## src/rtl/lsu.sv

```systemverilog
// Load/store unit: takes one memory request from issue, drives a single
// request/grant/rvalid data-bus transaction, and writes load results back
// to the register file with lane selection and sign/zero extension.
module lsu (
  input  logic        clk_i,
  input  logic        rst_i,
  input  logic        lsu_req_i,
  input  logic        lsu_we_i,
  input  logic [1:0]  lsu_type_i,
  input  logic        lsu_sign_ext_i,
  input  logic [31:0] lsu_addr_i,
  input  logic [31:0] lsu_wdata_i,
  input  logic [4:0]  rf_waddr_i,
  output logic        lsu_busy_o,
  output logic        data_req_o,
  output logic        data_we_o,
  output logic [31:0] data_addr_o,
  output logic [3:0]  data_be_o,
  output logic [31:0] data_wdata_o,
  input  logic        data_gnt_i,
  input  logic        data_rvalid_i,
  input  logic        data_err_i,
  input  logic [31:0] data_rdata_i,
  output logic        rf_we_o,
  output logic [4:0]  rf_waddr_o,
  output logic [31:0] rf_wdata_o,
  output logic        lsu_done_o,
  output logic        lsu_err_o
);

  typedef enum logic [1:0] {
    S_IDLE        = 2'd0,
    S_WAIT_GNT    = 2'd1,
    S_WAIT_RVALID = 2'd2,
    S_ERR         = 2'd3
  } state_t;

  localparam logic [1:0] T_HALF = 2'b01;
  localparam logic [1:0] T_BYTE = 2'b10;

  state_t      r_state;
  logic        r_we;
  logic [1:0]  r_type;
  logic        r_sext;
  logic [1:0]  r_off;
  logic [4:0]  r_rd;
  logic        w_misaligned;

  // Byte enables for the addressed lanes; reserved size behaves as word.
  function automatic logic [3:0] f_be(input logic [1:0] ty, input logic [1:0] off);
    logic [3:0] be;
    case (ty)
      T_HALF:  be = off[1] ? 4'b1100 : 4'b0011;
      T_BYTE:  be = 4'b0001 << off;
      default: be = 4'b1111;
    endcase
    return be;
  endfunction

  // Store data replicated across lanes so the enabled bytes carry it.
  function automatic logic [31:0] f_wdata(input logic [1:0] ty, input logic [31:0] wd);
    logic [31:0] d;
    case (ty)
      T_HALF:  d = {2{wd[15:0]}};
      T_BYTE:  d = {4{wd[7:0]}};
      default: d = wd;
    endcase
    return d;
  endfunction

  // Pick the addressed lane out of the bus word and extend it to 32 bits.
  function automatic logic [31:0] f_load(input logic [1:0] ty, input logic sx,
                                         input logic [1:0] off, input logic [31:0] rd);
    logic signed [15:0] h;
    logic signed [7:0]  b;
    logic [31:0]        res;
    h = $signed(rd[16*off[1] +: 16]);
    b = $signed(rd[8*off +: 8]);
    case (ty)
      T_HALF:  res = sx ? 32'(h) : {16'h0000, h};
      T_BYTE:  res = sx ? 32'(b) : {24'h000000, b};
      default: res = rd;
    endcase
    return res;
  endfunction

  assign w_misaligned = (lsu_type_i == T_HALF) ? lsu_addr_i[0]
                      : (lsu_type_i == T_BYTE) ? 1'b0
                      : (lsu_addr_i[1:0] != 2'b00);

  // Capture the operation attributes needed later for writeback.
  always_ff @(posedge clk_i) begin
    if (r_state == S_IDLE && lsu_req_i) begin
      r_we   <= lsu_we_i;
      r_type <= lsu_type_i;
      r_sext <= lsu_sign_ext_i;
      r_off  <= lsu_addr_i[1:0];
      r_rd   <= rf_waddr_i;
    end
  end

  // Control FSM with all outputs registered; done/err/rf_we are one-cycle pulses.
  always_ff @(posedge clk_i) begin
    if (rst_i) begin
      r_state      <= S_IDLE;
      lsu_busy_o   <= 1'b0;
      data_req_o   <= 1'b0;
      data_we_o    <= 1'b0;
      data_addr_o  <= 32'h0;
      data_be_o    <= 4'h0;
      data_wdata_o <= 32'h0;
      rf_we_o      <= 1'b0;
      rf_waddr_o   <= 5'h0;
      rf_wdata_o   <= 32'h0;
      lsu_done_o   <= 1'b0;
      lsu_err_o    <= 1'b0;
    end else begin
      lsu_done_o <= 1'b0;
      lsu_err_o  <= 1'b0;
      rf_we_o    <= 1'b0;
      case (r_state)
        S_IDLE: begin
          if (lsu_req_i) begin
            lsu_busy_o <= 1'b1;
            if (w_misaligned) begin
              // Misaligned: report the error next cycle without touching the bus.
              r_state    <= S_ERR;
              lsu_done_o <= 1'b1;
              lsu_err_o  <= 1'b1;
            end else begin
              r_state      <= S_WAIT_GNT;
              data_req_o   <= 1'b1;
              data_we_o    <= lsu_we_i;
              data_addr_o  <= {lsu_addr_i[31:2], 2'b00};
              data_be_o    <= f_be(lsu_type_i, lsu_addr_i[1:0]);
              data_wdata_o <= f_wdata(lsu_type_i, lsu_wdata_i);
            end
          end
        end
        S_WAIT_GNT: begin
          if (data_gnt_i) begin
            r_state    <= S_WAIT_RVALID;
            data_req_o <= 1'b0;
            data_we_o  <= 1'b0;
          end
        end
        S_WAIT_RVALID: begin
          if (data_rvalid_i) begin
            r_state    <= S_IDLE;
            lsu_busy_o <= 1'b0;
            lsu_done_o <= 1'b1;
            lsu_err_o  <= data_err_i;
            if (!r_we && !data_err_i) begin
              rf_we_o    <= (r_rd != 5'd0);
              rf_waddr_o <= r_rd;
              rf_wdata_o <= f_load(r_type, r_sext, r_off, data_rdata_i);
            end
          end
        end
        S_ERR: begin
          r_state    <= S_IDLE;
          lsu_busy_o <= 1'b0;
        end
        default: r_state <= S_IDLE;
      endcase
    end
  end

endmodule

```

## config.mk

```make
export PLATFORM = sky130hd
export DESIGN_NAME = lsu
export DESIGN_NICKNAME = d
export VERILOG_FILES = /design/src/rtl/lsu.sv
export SDC_FILE = /design/constraint.sdc
export NUM_CORES = 1
export LEC_CHECK = 0
export ABC_AREA = 1
export CAP_MARGIN = 5
export CORE_MARGIN = 2
export CORE_UTILIZATION = 40
export CTS_BUF_LIST = sky130_fd_sc_hd__clkbuf_16
export CTS_CLUSTER_DIAMETER = 50
export DETAILED_ROUTE_END_ITERATION = 16
export PLACE_DENSITY = 0.86
export SYNTH_ARGS = -nofsm -noshare
export SYNTH_HDL_FRONTEND = slang
export SYNTH_SLANG_ARGS = --single-unit
```

## constraint.sdc

```tcl
create_clock -name clk_i -period 1.5 [get_ports clk_i]
set_input_delay 0.3 -clock clk_i [delete_from_list [all_inputs] [get_ports clk_i]]
set_output_delay 0.3 -clock clk_i [all_outputs]
set_load 0.05 [all_outputs]
```

# Word-level counts from Yosys, hierarchy flattened
# Cells that the tools add are included.
dict set report totals {
  reg_bits 122
  output_inout_bits 111
}
dict set report classes {
  n_eq_ne 11
  n_shift 3
  muxes 29
  bitwise 4
  n_reduce_logical 15
}
# cell n
set ops {}
lappend ops {{$pmux 32 s2} 2}
lappend ops {{$mux 32} 2}
lappend ops {{$shiftx 32x6->16} 1}
lappend ops {{$shiftx 32x6->8} 1}
lappend ops {{$mux 1} 13}
lappend ops {{$reduce_and 3->1} 4}
lappend ops {{$eq 2x2->1 const B} 4}
lappend ops {{$mux 2} 4}
lappend ops {{$ne 2x2->1 const B} 4}
lappend ops {{$pmux 1 s2} 4}
lappend ops {{$pmux 2 s4} 1}
lappend ops {{$pmux 4 s2} 1}
lappend ops {{$eq 2x1->1 const B} 3}
lappend ops {{$reduce_bool 5->1} 1}
lappend ops {{$mux 4} 1}
lappend ops {{$not 1->1} 4}
lappend ops {{$reduce_and 4->1} 1}
lappend ops {{$reduce_bool 2->1} 2}
lappend ops {{$reduce_or 4->1} 1}
lappend ops {{$shl 1x2->4 const A} 1}
lappend ops {{$pmux 1 s3} 1}
lappend ops {{$reduce_bool 3->1} 1}
lappend ops {{$logic_and 1x1->1} 2}
lappend ops {{$logic_not 1->1} 2}
lappend ops {{$logic_not 2->1} 1}

# Depth between registers and ports, before layout
# Gate-level depths: netlist of the first run.
dict set report depth {
  word_depth 6
  mapped_depth 11
  depth_no_buf 10
}

# Worst setup path after synthesis of the first run
# OpenSTA, ideal clock, no wires.
dict set report synth_path {
  path_type {register to register}
  start {reg r_type[1]}
  end {reg rf_wdata_o[16]}
  setup_ps 70
  arrival_time_ps 1479
  required_time_ps 1430
  slack_ps -49
  stages_incl_launch_ff 6
  path_buffers 2
  synth_period_minus_slack_ps 1549
  path_cell_list {edfxtp_1 -> ha_1 -> buf_1 -> clkbuf_1 -> a21oi_1 -> a21oi_1}
}
dict set report synth_via {
  elab_chain_cells 2
  elab_cells_between_ends 3
  classes_between {2 x eq/ne; 1 x mux}
}
# item line_no
set synth_rtl {}
lappend synth_rtl {{start: declaration} 43} ;# logic [1:0] r_type;
lappend synth_rtl {{start signal: assignment} 95} ;# r_type <= lsu_type_i;
lappend synth_rtl {{$eq 2x2->1 / $eq 2x1->1 (equally long branches)} 79} ;# case (ty)
lappend synth_rtl {{$pmux 32 s2 (*)} 79}
lappend synth_rtl {{end signal: assignment} 156} ;# rf_wdata_o <= f_load(r_type, r_sext, r_off, data_rdata_i);
lappend synth_rtl {{end: declaration} 26} ;# output logic [31:0] rf_wdata_o,
# Every way passes the cells marked *; elsewhere a longest branch is shown, timed or not.
# A chain may end at the register's enable or synchronous reset.

# Final worst setup path of the first run
dict set report layout_path {
  start {in lsu_type_i[0]}
  end {reg data_wdata_o[8]}
}
dict set report layout_via {
  elab_chain_cells 5
  elab_cells_between_ends 7
  classes_between {2 x eq/ne; 3 x mux; 1 x bitwise; 1 x reduce/logical}
}
# item line_no
set layout_rtl {}
lappend layout_rtl {{start: declaration} 9} ;# input logic [1:0] lsu_type_i,
lappend layout_rtl {{$eq 2x2->1} {63, 88}}
lappend layout_rtl {{$mux 1} 88} ;# : (lsu_type_i == T_BYTE) ? 1'b0
lappend layout_rtl {{$mux 1} 87} ;# assign w_misaligned = (lsu_type_i == T_HALF) ? lsu_addr_i[0]
lappend layout_rtl {{$not 1->1 (no source line)} -}
lappend layout_rtl {{$reduce_and 3->1 (no source line)} -}
lappend layout_rtl {{end signal: assignment} 136} ;# data_wdata_o <= f_wdata(lsu_type_i, lsu_wdata_i);
lappend layout_rtl {{end: declaration} 19} ;# output logic [31:0] data_wdata_o,
# Several ways; a longest one is shown, not always the timed one.

==> impl_metrics.py, run 1 <==
metrics = {
    "worst_hold_path": {
        "hold_path_class": "in -> reg",
    },
    "layout": {
        "diodes": 0,
        "drive_gt1_share_pct": 21.8,
        "post-route-util_pct": 73.2,
        "stdcell_count": 1221,
        "area_growth_syn_to_layout_pct": 79.9,
        "layout.nets": 1143,
    },
    "critical_path": {
        "end_kind": "flop",
        "cp_slowest_stage_delay_ps": 300,
        "critPathRequiredTime_ps": 1840,
        "cp_max_fo": 22,
        "cp-start-kind": "input port",
        "arrival_ps": 1880,
        "crit_chain": "dlygate4sd2_1 > inv_1 > ha_2 > nor2_4 > a21boi_4 > nand3_4 > buf_12 > nand2_1 > nand2_1 > nor2_1",
        "cpMostUsedCell": "nand2_1",
        "critPathKind": "in -> reg",
        "cp_slowest_cell": "dlygate4sd2_1",
    },
    "floorplanning": {
        "die_y_um": 122,
        "dieArea_mm2": 0.0150,
        "rows": 43,
        "die_x_um": 122,
        "start_util_pct": 40.7,
        "top_level_ports": 222,
        "core_mm2": 0.0138,
    },
    "placed_design": {
        "portBuffers": 219,
        "hpwl_mm": 14.5,
        "dpl_worst_slack_ps": -640,
        "dp.cells": 1187,
        "place.gp.congestion": 0.891,
    },
    "flow_run": {
        "max_cap_viol_count": 0,
    },
    "sta": {
        "hold_violations": 0,
        "finalCritPeriodShare_pct": 102,
        "setup_violations": 5,
        "drv_slew": 0,
        "finalCriticalPeriod_ps": 1540,
        "fin_hold_ws_ps": 247,
        "grt_setup_unrepaired": "true",
        "fin_skew_ps": 6.65,
        "setup_ws_ps": -37.4,
        "fmax_ghz": 0.650,
    },
    "yosys": {
        "ys_warn_count": 0,
        "synth-seq-cells": 122,
        "netlist_area_mm2": 0.00560,
        "synth_seq_area_share_pct": 45.6,
        "postSynthAreaPerCell_um2": 7.00,
        "syn-instance-count": 800,
        "yosys.cell_types.count": 29,
    },
    "clocking": {
        "clock_path_buffers": 2,
        "cts.sinks": 122,
        "clk_latency_ps": 410,
        "cts_made_buffers": 17,
        "h-tree-depth": 4,
        "cts_tree": "done",
        "ctsHoldBuffers": 0,
        "clockRootBuffer": "clkbuf_16",
        "clkTransAtPathRegs_ps": 60,
    },
    "power_and_ir_drop": {
        "leakagePower_uw": 0.00429,
        "vdd_drop_max_uv": 864,
        "power_density_mw_per_mm2": 1040,
    },
    "drt": {
        "drtPass1Iterations": 5,
        "vias": 6550,
        "post_drt_wl_per_cell_um": 16.9,
        "wl_mm": 20.6,
        "avgViaCountPerCell": 5.36,
        "ant_nets": 0,
        "drc": 0,
        "first_iter_violations": 735,
    },
    "outcome": {
        "violations": "negative setup slack",
        "status": "complete, but fails checks",
    },
    "global_routing": {
        "grt_pass1_vias": 6525,
        "grtUsageTotal_pct": 27.5,
        "grt_max_degree": 49,
        "grt_antenna_before_repair": 0,
        "overflow": 0,
        "grt_pass1_wl_mm": 32.2,
    },
}
worst max-delay path: cells and delay by family:
| kind | cells | cell delay, ps |
|---|---|---|
| AOI/OAI and AO/OA | 1 | 210 |
| adders and majority gates | 1 | 210 |
| buffers and inverters | 3 | 610 |
| and+or+nand+nor | 5 | 540 |
through the flow:
step / cell area [µm²] / setup TNS (ps) / power, µW
floorplan: 5610 / 0 / 5010
global placement: 9310 / -41220 / 6380
detailed placement: 9310 / -48620 / 6440
CTS: 9950 / 0 / 10500
global route: 10100 / -790 / 10900
finish: 10100 / -71.9 / 10500
state kept, by name, indices dropped and copies added, names as in the netlist:
| name | cells |
|---|---|
| data_addr_o | 30 |
| data_be_o | 4 |
| data_req_o | 1 |
| data_wdata_o | 32 |
| data_we_o | 1 |
| lsu_busy_o | 1 |
| lsu_done_o | 1 |
| lsu_err_o | 1 |
| r_off | 2 |
| r_rd | 5 |
| r_sext | 1 |
| r_state | 2 |
| r_type | 2 |
| r_we | 1 |
| rf_waddr_o | 5 |
| rf_wdata_o | 32 |
| rf_we_o | 1 |
cell usage after synthesis:
cell type	instances	area (µm²)
a211oi_1	1	7.51
a21boi_4	1	18.8
a21oi_1	107	536
a22o_1	8	70.1
a31oi_1	1	6.26
buf_1	3	11.3
buf_2	18	90.1
buf_4	3	22.5
buf_6	1	11.3
clkbuf_1	35	131
clkinv_1	3	11.3
conb_1	1	3.75
dfxtp_1	111	2220
edfxtp_1	11	330
ha_1	4	50.1
inv_1	45	169
inv_2	3	11.3
nand2_1	258	968
nand2_2	2	12.5
nand3_1	24	120
nand3_2	2	20.0
nand4_1	50	313
nor2_1	64	240
nor2_2	1	6.26
nor3_1	1	5.00
o211ai_1	1	7.51
o21ai_0	38	190
o21ai_1	1	5.00
or2_2	2	12.5
final cells by class:
cell class	count	area, µm²
timing repair buffer	267	3770
fill	947	3700
multi-input combinational	569	2760
sequential	122	2550
clock buffer	17	425
tap	180	225
inverter	51	194
clock inverter	15	144
what timing repair did:
action                     in CTS  in global routing
cloned                          1                  1
resized for setup              13                 45
pin swaps                       2                  9
setup endpoints to repair      87                 51
buffers inserted                0                  0
path summary, 6_finish.rpt:
path	startpoint	endpoint	slack [ps]	depth (start not counted)
min reg2reg	data_addr_o[20]$_SDFFE_PP0P_	data_addr_o[20]$_SDFFE_PP0P_	500	2
max	lsu_type_i[0]	data_wdata_o[8]$_SDFFE_PP0P_	-40	10
max reg2reg	r_type[0]$_DFFE_PP_	rf_wdata_o[11]$_SDFFE_PP0P_	40	11
min	rst_i	lsu_busy_o$_SDFFE_PP0P_	250	2
cells in the final DEF, fill, tap and decap left out, drive strengths merged, types with 3 or more instances in the layout:
| cell type | instances |
|---|---|
| clkinv | 7 |
| a22o | 8 |
| nor2 | 65 |
| a21oi | 107 |
| inv | 54 |
| ha | 4 |
| nand3 | 26 |
| dfxtp | 111 |
| o21ai | 39 |
| edfxtp | 11 |
| clkdlybuf4s50 | 105 |
| bufinv | 3 |
| nand2 | 261 |
| nand4 | 50 |
| clkbuf | 18 |
| buf | 159 |
cells by family (layout without fill, tap and decap cells):
logic type                 count (synthesis)  after routing  synth area share (%)
AOI/OAI and AO/OA                        158            158                  15.0
adders and majority gates                  4              4                 0.893
buffers and inverters                    111            350                  8.17
DFF                                      122            122                  45.6
other                                      1              2                0.0669
and+or+nand+nor                          404            405                  30.3
routing by layer:
| metal | wire [µm] | GRT usage (%) | vias to the layer above |
|---|---|---|---|
| met4 | 576 | 11.0 | 0 |
| met3 | 2280 | 9.80 | 59 |
| li1 | - | - | 3091 |
| met5 | 0 | 0 | - |
| met2 | 10400 | 47.6 | 368 |
| met1 | 7360 | 30.8 | 3032 |
where the power goes:
group,internal [µW],switching [µW]
clock,2550,1430
combinational,1290,1560
sequential,3480,192
Power figures use the tool's default switching activity.
==> run 2: changes to the inputs <==
CTS_BUF_LIST = unset   (was sky130_fd_sc_hd__clkbuf_16)
SLEW_MARGIN = 20   (was unset)
==> impl_metrics.py, run 2 (synthesis gave the netlist of run 1 again) <==
metrics = {
    "clocking": {
        "cts_tree": "done",
        "cts_made_buffers": 17,
        "cts_setup_buffers": 0,
        "clkTransAtPathRegs_ps": 60,
        "h-tree-depth": 4,
        "clock_path_buffers": 2,
        "cts.sinks": 122,
        "clockRootBuffer": "clkbuf_16",
        "clk_latency_ps": 410,
    },
    "critical_path": {
        "arrival_ps": 1850,
        "cp-start-kind": "input port",
        "cp_slowest_stage_delay_ps": 300,
        "cpMostUsedCell": "nand2_1",
        "cp_slowest_cell": "dlygate4sd2_1",
        "cp_max_fo": 22,
        "end_kind": "flop",
        "critPathKind": "in -> reg",
        "critPathRequiredTime_ps": 1840,
        "crit_family": "buffers and inverters",
        "crit_chain": "dlygate4sd2_1 > inv_1 > ha_2 > nor2_4 > a21boi_4 > nand3_4 > buf_12 > nand2_1 > nand2_1 > nor2_1",
        "path_buf_inv": 3,
    },
    "layout": {
        "stdcell_count": 1221,
        "post-route-util_pct": 73.2,
        "fillers": 947,
        "layout.nets": 1143,
        "most-common-layout-cells": "247 x nand2_1, 118 x buf_12, 111 x dfxtp_1",
        "final_common_cell": "nand2_1",
        "diodes": 0,
        "reg_top3": "data_wdata_o x32, rf_wdata_o x32, data_addr_o x30",
        "multiInputGateArea_mm2": 0.00276,
        "area_growth_syn_to_layout_pct": 79.9,
        "drive_gt1_share_pct": 21.8,
        "finish.instance_area_mm2": 0.0101,
        "seq_area_mm2": 0.00255,
    },
    "drt": {
        "ant_nets": 0,
        "post_drt_wl_per_cell_um": 16.8,
        "drc": 0,
        "vias": 6563,
        "drtPass1Iterations": 5,
        "wl_mm": 20.6,
        "first_iter_violations": 714,
        "avgViaCountPerCell": 5.38,
    },
    "global_routing": {
        "grt_antenna_before_repair": 0,
        "overflow": 0,
        "grt_max_degree": 49,
        "grt_pass1_vias": 6525,
        "grtUsageTotal_pct": 27.5,
        "grt_pass1_wl_mm": 32.2,
    },
    "sta": {
        "grt_setup_unrepaired": "true",
        "setup_ws_ps": -16.4,
        "hold_violations": 0,
        "setup_violations": 4,
        "fin_hold_ws_ps": 243,
        "fin_skew_ps": 5.70,
        "fmax_ghz": 0.659,
        "finalCriticalPeriod_ps": 1520,
        "fin_tns_setup_ps": -38.4,
        "finalCritPeriodShare_pct": 101,
        "drv_slew": 0,
    },
    "floorplanning": {
        "rows": 43,
        "dieArea_mm2": 0.0150,
        "top_level_ports": 222,
        "die_y_um": 122,
        "start_util_pct": 40.7,
        "die_x_um": 122,
        "core_mm2": 0.0138,
    },
    "power_and_ir_drop": {
        "power_density_mw_per_mm2": 1040,
        "leakagePower_uw": 0.00427,
        "vdd_drop_max_uv": 898,
    },
    "outcome": {
        "status": "complete, but fails checks",
        "violations": "negative setup slack",
    },
    "placed_design": {
        "dp.cells": 1187,
        "place.gp.congestion": 0.891,
        "hpwl_mm": 14.5,
        "place_area_mm2": 0.00931,
        "portBuffers": 219,
    },
    "flow_run": {
        "max_cap_viol_count": 0,
    },
    "worst_hold_path": {
        "hold_path_class": "in -> reg",
    },
}
run 2: changes by cell type in the layout (fill, tap and decap cells not counted):
cell,change
clkbuf_1,+5
inv_1,-5
run 2: what timing repair did:
item,in CTS,in global routing
gates cloned,1,1
setup endpoints to repair,87,51
pin swaps,2,9
hold buffers,0,0
endpoints found under the hold margin,0,0
resized for setup,13,45
run 2: metal layers:
layer / part of all wire (%) / track usage [%]
met2: 50 / 47.6
met3: 11 / 9.80
met1: 36 / 30.8
met5: 0 / 0
met4: 3.0 / 11.0
run 2: through the flow:
| stage | total power, µW | setup slack [ps] |
|---|---|---|
| 3_3_place_gp | 6380 | -526 |
| 2_1_floorplan | 5010 | 10.3 |
| 5_1_grt | 10900 | -83.4 |
| 3_5_place_dp | 6440 | -640 |
| 4_1_cts | 10500 | 1.91 |
| 6_report | 10500 | -16.4 |
run 2: cell type report:
type / count / share of cell area, %
inverters: 51 / 1.92
flip-flops and latches: 122 / 25.3
well taps: 180 / 2.23
clock buffers: 22 / 4.41
clock inverters: 10 / 1.24
multi-input cells: 569 / 27.4
repair buffers: 267 / 37.4
run 2: where the power goes:
part / total [µW] / switching, µW / internal (µW)
sequential: 3670 / 192 / 3480
combinational: 2840 / 1550 / 1290
clock: 4010 / 1420 / 2580
total: 10500 / 3170 / 7350
run 2: worst paths after layout:
check,endpoint,from,depth (start not counted),slack [ps]
max,data_wdata_o[12]$_SDFFE_PP0P_,lsu_type_i[0],10,-20
min,lsu_busy_o$_SDFFE_PP0P_,rst_i,2,240
max reg2reg,rf_wdata_o[11]$_SDFFE_PP0P_,r_type[0]$_DFFE_PP_,11,40
min reg2reg,data_addr_o[20]$_SDFFE_PP0P_,data_addr_o[20]$_SDFFE_PP0P_,2,500
